`src/rtl/dual_issue_fetch_buffer.sv`:
```
// dual_issue_fetch_buffer
//   Decoupling instruction queue between a 2-wide fetch stage and a 2-slot
//   decode stage. Fetch pushes 0-2 {pc, instr} pairs per cycle, compacted into
//   consecutive entries. Decode sees the two oldest entries combinationally and
//   consumes 0-2 per cycle in program order. A mispredict flush empties the queue.
//
// Ports
//   clk                 clock, all state updates on the rising edge
//   reset               synchronous, active-low; highest priority
//   flush_i             discard all entries; same-cycle enq/deq ignored
//   enq_valid{0,1}_i    fetch slot valids (slot 0 older)
//   enq_pc{0,1}_i       fetch slot PCs
//   enq_instr{0,1}_i    fetch slot instructions
//   enq_ready_o         at least two free entries (from registered count only)
//   deq_valid{0,1}_o    decode slot valids (slot 0 oldest)
//   deq_pc{0,1}_o       decode slot PCs, 0 when invalid
//   deq_instr{0,1}_o    decode slot instructions, NOP when invalid
//   deq_count_i         entries consumed by decode this cycle (3 acts as 2)
//   count_o             current occupancy
module dual_issue_fetch_buffer #(
    parameter int unsigned      DEPTH = 8,
    parameter int unsigned      XLEN  = 32,
    parameter logic [XLEN-1:0]  NOP   = XLEN'(32'h0000_0013)
) (
    input  logic                       clk,
    input  logic                       reset,
    input  logic                       flush_i,
    input  logic                       enq_valid0_i,
    input  logic [XLEN-1:0]            enq_pc0_i,
    input  logic [XLEN-1:0]            enq_instr0_i,
    input  logic                       enq_valid1_i,
    input  logic [XLEN-1:0]            enq_pc1_i,
    input  logic [XLEN-1:0]            enq_instr1_i,
    output logic                       enq_ready_o,
    output logic                       deq_valid0_o,
    output logic [XLEN-1:0]            deq_pc0_o,
    output logic [XLEN-1:0]            deq_instr0_o,
    output logic                       deq_valid1_o,
    output logic [XLEN-1:0]            deq_pc1_o,
    output logic [XLEN-1:0]            deq_instr1_o,
    input  logic [1:0]                 deq_count_i,
    output logic [$clog2(DEPTH):0]     count_o
);

    localparam int unsigned AW = $clog2(DEPTH);
    localparam int unsigned CW = AW + 1;

    logic [XLEN-1:0] r_pc    [DEPTH];
    logic [XLEN-1:0] r_instr [DEPTH];
    logic [AW-1:0]   r_head;
    logic [AW-1:0]   r_tail;
    logic [CW-1:0]   r_count;

    logic            w_enq_ready;
    logic [1:0]      w_n_enq;
    logic [1:0]      w_deq_req;
    logic [1:0]      w_n_deq;
    logic [AW-1:0]   w_head1;
    logic [AW-1:0]   w_tail_slot1;

    always_comb begin
        // NOTE: every signal gets a default before any conditional update so
        // no path leaves it unassigned and no latch is inferred.
        w_enq_ready  = (r_count <= CW'(DEPTH - 2));
        w_n_enq      = 2'd0;
        if (w_enq_ready) begin
            w_n_enq = {1'b0, enq_valid0_i} + {1'b0, enq_valid1_i};
        end
        w_deq_req    = (deq_count_i == 2'd3) ? 2'd2 : deq_count_i;
        // Never pop more than is held; clamps to 0 or 1 near empty.
        w_n_deq      = w_deq_req;
        if (r_count < CW'(w_deq_req)) begin
            w_n_deq = r_count[1:0];
        end
        w_head1      = r_head + AW'(1);
        // Slot 1 lands at tail only when slot 0 is absent (compaction).
        w_tail_slot1 = enq_valid0_i ? r_tail + AW'(1) : r_tail;
    end

    // NOTE: the entry array has no reset; occupancy alone decides which
    // entries are live, so stale data is never observed.
    always_ff @(posedge clk) begin
        if (reset && !flush_i && w_enq_ready) begin
            if (enq_valid0_i) begin
                r_pc[r_tail]    <= enq_pc0_i;
                r_instr[r_tail] <= enq_instr0_i;
            end
            if (enq_valid1_i) begin
                r_pc[w_tail_slot1]    <= enq_pc1_i;
                r_instr[w_tail_slot1] <= enq_instr1_i;
            end
        end
    end

    // NOTE: sequential state uses non-blocking assignments so every register
    // samples pre-edge values regardless of statement order.
    always_ff @(posedge clk) begin
        if (!reset) begin
            r_head  <= '0;
            r_tail  <= '0;
            r_count <= '0;
        end else if (flush_i) begin
            r_head  <= '0;
            r_tail  <= '0;
            r_count <= '0;
        end else begin
            r_head  <= r_head + AW'(w_n_deq);
            r_tail  <= r_tail + AW'(w_n_enq);
            r_count <= r_count + CW'(w_n_enq) - CW'(w_n_deq);
        end
    end

    assign enq_ready_o  = w_enq_ready;
    assign count_o      = r_count;
    assign deq_valid0_o = (r_count != '0);
    assign deq_valid1_o = (r_count >= CW'(2));
    assign deq_pc0_o    = deq_valid0_o ? r_pc[r_head]     : '0;
    assign deq_instr0_o = deq_valid0_o ? r_instr[r_head]  : NOP;
    assign deq_pc1_o    = deq_valid1_o ? r_pc[w_head1]    : '0;
    assign deq_instr1_o = deq_valid1_o ? r_instr[w_head1] : NOP;

endmodule

```
`config.mk`:
```
export PLATFORM = sky130hd
export DESIGN_NAME = dual_issue_fetch_buffer
export DESIGN_NICKNAME = d
export VERILOG_FILES = /design/src/rtl/dual_issue_fetch_buffer.sv
export SDC_FILE = /design/constraint.sdc
export NUM_CORES = 1
export LEC_CHECK = 0
export ABC_AREA = 1
export CELL_PAD_IN_SITES_DETAIL_PLACEMENT = 0
export CELL_PAD_IN_SITES_GLOBAL_PLACEMENT = 1
export CORE_UTILIZATION = 40
export CTS_BUF_LIST = sky130_fd_sc_hd__clkbuf_2 sky130_fd_sc_hd__clkbuf_4 sky130_fd_sc_hd__clkbuf_8
export DETAILED_ROUTE_END_ITERATION = 12
export HOLD_SLACK_MARGIN = 0.1
export PLACE_DENSITY_LB_ADDON = 0.1
export SYNTH_ARGS = -nofsm -noshare
export SYNTH_HDL_FRONTEND = slang
export SYNTH_SLANG_ARGS = --single-unit
```
`constraint.sdc`:
```
create_clock -name clk -period 8.1 [get_ports clk]
set_input_delay 1.215 -clock clk [delete_from_list [all_inputs] [get_ports clk]]
set_output_delay 1.215 -clock clk [all_outputs]
set_load 0.05 [all_outputs]
```
==> flow_summary_export.csv <==
group,metric,value,unit
finish,num-fill-cells,8382,
min_path,timing.hold.worst.class,"reg2reg",
synthesis,synth-seq-cells,522,
cts,numCtsBuffers,98,
finish,nNetsFinal,4637,
synthesis,syn-instance-count,4563,
min_path,holdCritStartpoint,"r_tail[2]",
die,initial_core_util,0.406,
synthesis,synth_enable_flop_cells,512,
detailed_routing,drt-vias-per-instance,5.64,
synthesis,postSynth.asyncResetShare,0,
timing,finalCriticalPeriod,6540,ps
die,chip_height,294,um
timing,final.period_utilization,0.808,
critical_path,critical_path_launch_point,"r_head[0]",
finish,layout.cell_area.non_filler,38400,um2
cts,cts_post_setup_buffers_inserted,0,
cts,depth_of_the_cts_h_tree,3,
synthesis,synth.lib_cells_used.distinct,28,
critical_path,regToRegStartpoint,"count_o[3]",
finish,area_delta_synth_final,12.8,%
synthesis,avgSynthCellArea,7.46,um2
synthesis,synth.most_common_cell,"sky130_fd_sc_hd__nand2_1",
job,max-cap-violations,0,
grt,groute.layer.met2.usage,0.504,
cts,tritoncts,"built",
detailed_routing,route.antenna.remaining_nets,0,
place,buffer_ports.inserted,269,
timing,fin_skew,33.0,ps
grt,groute.layer.met3.usage,0.0563,
place,gpl.final_weighted_congestion,0.808,
die,die_width,294,um
synthesis,synthesis.nets,4714,
critical_path,worst-endpoint-arrival,5330,ps
synthesis,ys_warn_count,0,
detailed_routing,routed_wire_length_per_instance,24.1,um
grt,grt_usage,0.312,
synthesis,yosysSeqAreaShare,0.457,
grt,grt.met1_usage,0.428,
die,core_ar,84000,um2
critical_path,setup.worst_path.class,"reg2out",
power,irDropWorstVdd,0.336,mV
die,die-area,86300,um2
die,row_count,106,
critical_path,critPathCaptureType,"output pin",
synthesis,synth_top_cells_by_area,"sky130_fd_sc_hd__edfxtp_1, sky130_fd_sc_hd__nand2_1, sky130_fd_sc_hd__nand3_1",
place,post-dp-hpwl,70800,um
grt,globalRoute.busiestLayer,"met2",
detailed_routing,totalWireLength,137000,um
synthesis,synth_area_leader_cell,"sky130_fd_sc_hd__edfxtp_1",
cts,clk_pin_slew_worst_paths,60,ps
cts,insertion_delay,730,ps
place,dpl-instance-area,36500,um2
synthesis,synth-main-ff-cell,"sky130_fd_sc_hd__edfxtp_1",
grt,grt_first_pass_wirelength,200000,um
grt,number_of_antenna_violations_at_the_first_check_in_global_routing,4,
detailed_routing,initialDrtViolationCount,3663,
timing,setup-tns-final,0,ps
cts,root_buffer,"sky130_fd_sc_hd__clkbuf_8",
die,io-pin-count,270,
grt,maximum_number_of_pins_on_one_net_before_global_route_repair,231,
cts,post_cts_resize_count,0,
cts,clock-sinks,522,
critical_path,critical_path_peak_fanout,86,
timing,fin_worst_hold_slack,604,ps
cts,max-clock-path-buffers,3,
timing,setup_viol,0,
power,total_leakage_power,0.0162,uW
detailed_routing,vias,32161,
critical_path,required,6880,ps
grt,grt-ovfl-total,0,
timing,maxSlewViolCount,0,
synthesis,yosys.area.top_type_share,0.452,
timing,worst_slew_margin_rel,0.198,
grt,first_global_vias,29935,
cts,ctsHoldBuffers,0,
timing,finalHoldViolations,0,
timing,maxClockFrequency,153,MHz
timing,worstMarginPinSlew,1200,ps
timing,grt_setup_unrepaired,"false",
run_status,status,"completed",
detailed_routing,drt_first_pass_iters,6,
finish,final_layout_size_suffix_gt1_frac,0.0552,
detailed_routing,drc_errors,0,
synthesis,netlist_top_cells_count,"sky130_fd_sc_hd__nand2_1, sky130_fd_sc_hd__nand3_1, sky130_fd_sc_hd__edfxtp_1, sky130_fd_sc_hd__buf_2, sky130_fd_sc_hd__o211ai_1",
power,cellPowerDensity,315,nW/um2
synthesis,synthesis.area,34000,um2
critical_path,worst_setup_path_start_kind,"flop",
==> cell usage in the layout (no fill, tap or decap), drive strengths merged, types with 4 or more instances in the layout <==
cell / synthesis / final
nand2: 1594 / 1594
nand3: 688 / 688
edfxtp: 512 / 512
o211ai: 303 / 303
inv: 277 / 278
clkdlybuf4s50: 0 / 269
a21oi: 244 / 244
nor2: 209 / 209
o21ai: 196 / 196
clkbuf: 115 / 142
buf: 392 / 61
clkinv: 1 / 32
ha: 12 / 12
dfxtp: 10 / 10
fa: 4 / 4
==> cells by family (layout without fill, tap and decap cells) <==
family                   Yosys count  in the layout  synth area share
AND/OR/NAND/NOR                 2493           2493             0.301
other                              0              3                 0
XOR/XNOR                           3              3          0.000992
adder cells (fa/ha/maj)           16             16           0.00676
flip-flops                       522            522             0.457
buffers and inverters            785            784             0.102
AO/OA/AOI/OAI                    744            744             0.132
==> worst max-delay path, stage by stage (launching register included) <==
cell	delay [ps]
sky130_fd_sc_hd__dfxtp_4	990
sky130_fd_sc_hd__ha_4	620
sky130_fd_sc_hd__inv_6	860
sky130_fd_sc_hd__buf_4	550
sky130_fd_sc_hd__o211ai_1	160
sky130_fd_sc_hd__nand3_1	120
sky130_fd_sc_hd__nand2_1	70
sky130_fd_sc_hd__nor2_1	270
sky130_fd_sc_hd__clkdlybuf4s50_1	870
==> layout make-up <==
class / count / area (um2) / area share
diodes: 3 / 7.51 / 0.000196
flip-flops and latches: 522 / 15600 / 0.406
clock buffers: 142 / 1710 / 0.0445
well taps: 1134 / 1420 / 0.0370
clock inverters: 34 / 165 / 0.00430
multi-input cells: 3256 / 15200 / 0.397
inverters: 278 / 1060 / 0.0276
repair buffers: 330 / 3200 / 0.0833
==> stage by stage <==
| stage | cells | total power [uW] | util | worst slack, ps |
|---|---|---|---|---|
| after global placement | 5520 | 9530 | 0.435 | 2450 |
| after floorplan | 4563 | 7270 | - | 1330 |
| after global routing | 5699 | 12600 | 0.457 | 1400 |
| after detailed placement | 5520 | 9510 | 0.435 | 2440 |
| final | 5699 | 12100 | 0.457 | 1560 |
| after CTS | 5696 | 12100 | 0.457 | 1640 |
==> final timing paths <==
kind,end,slack [ps],cells past startpoint
hold reg to reg,r_tail[2],600,2
setup reg to reg,r_instr[4][20],3670,10
hold / removal,r_tail[2],600,2
setup / recovery,deq_instr1_o[28],1560,8
==> flip-flops by register name, indices dropped and copies added (netlist names) <==
name / cells
r_head: 3
count_o: 4
r_instr: 256
r_pc: 256
r_tail: 3
==> metal layers <==
layer | wire length, um | up-vias | share of wire
met2 | 63200 | 1475 | 0.46
met1 | 58100 | 15328 | 0.42
met5 | 11 | - | 0.000080
met3 | 12600 | 206 | 0.092
met4 | 3170 | 2 | 0.023
li1 | - | 15150 | -
==> power breakdown <==
group	switching [uW]	internal, uW	total, uW
Sequential	70.2	3050	3120
Clock	1210	1370	2590
Combinational	4650	1730	6380
Total	5930	6160	12100
No activity file was read; power rests on OpenSTA's default activity.
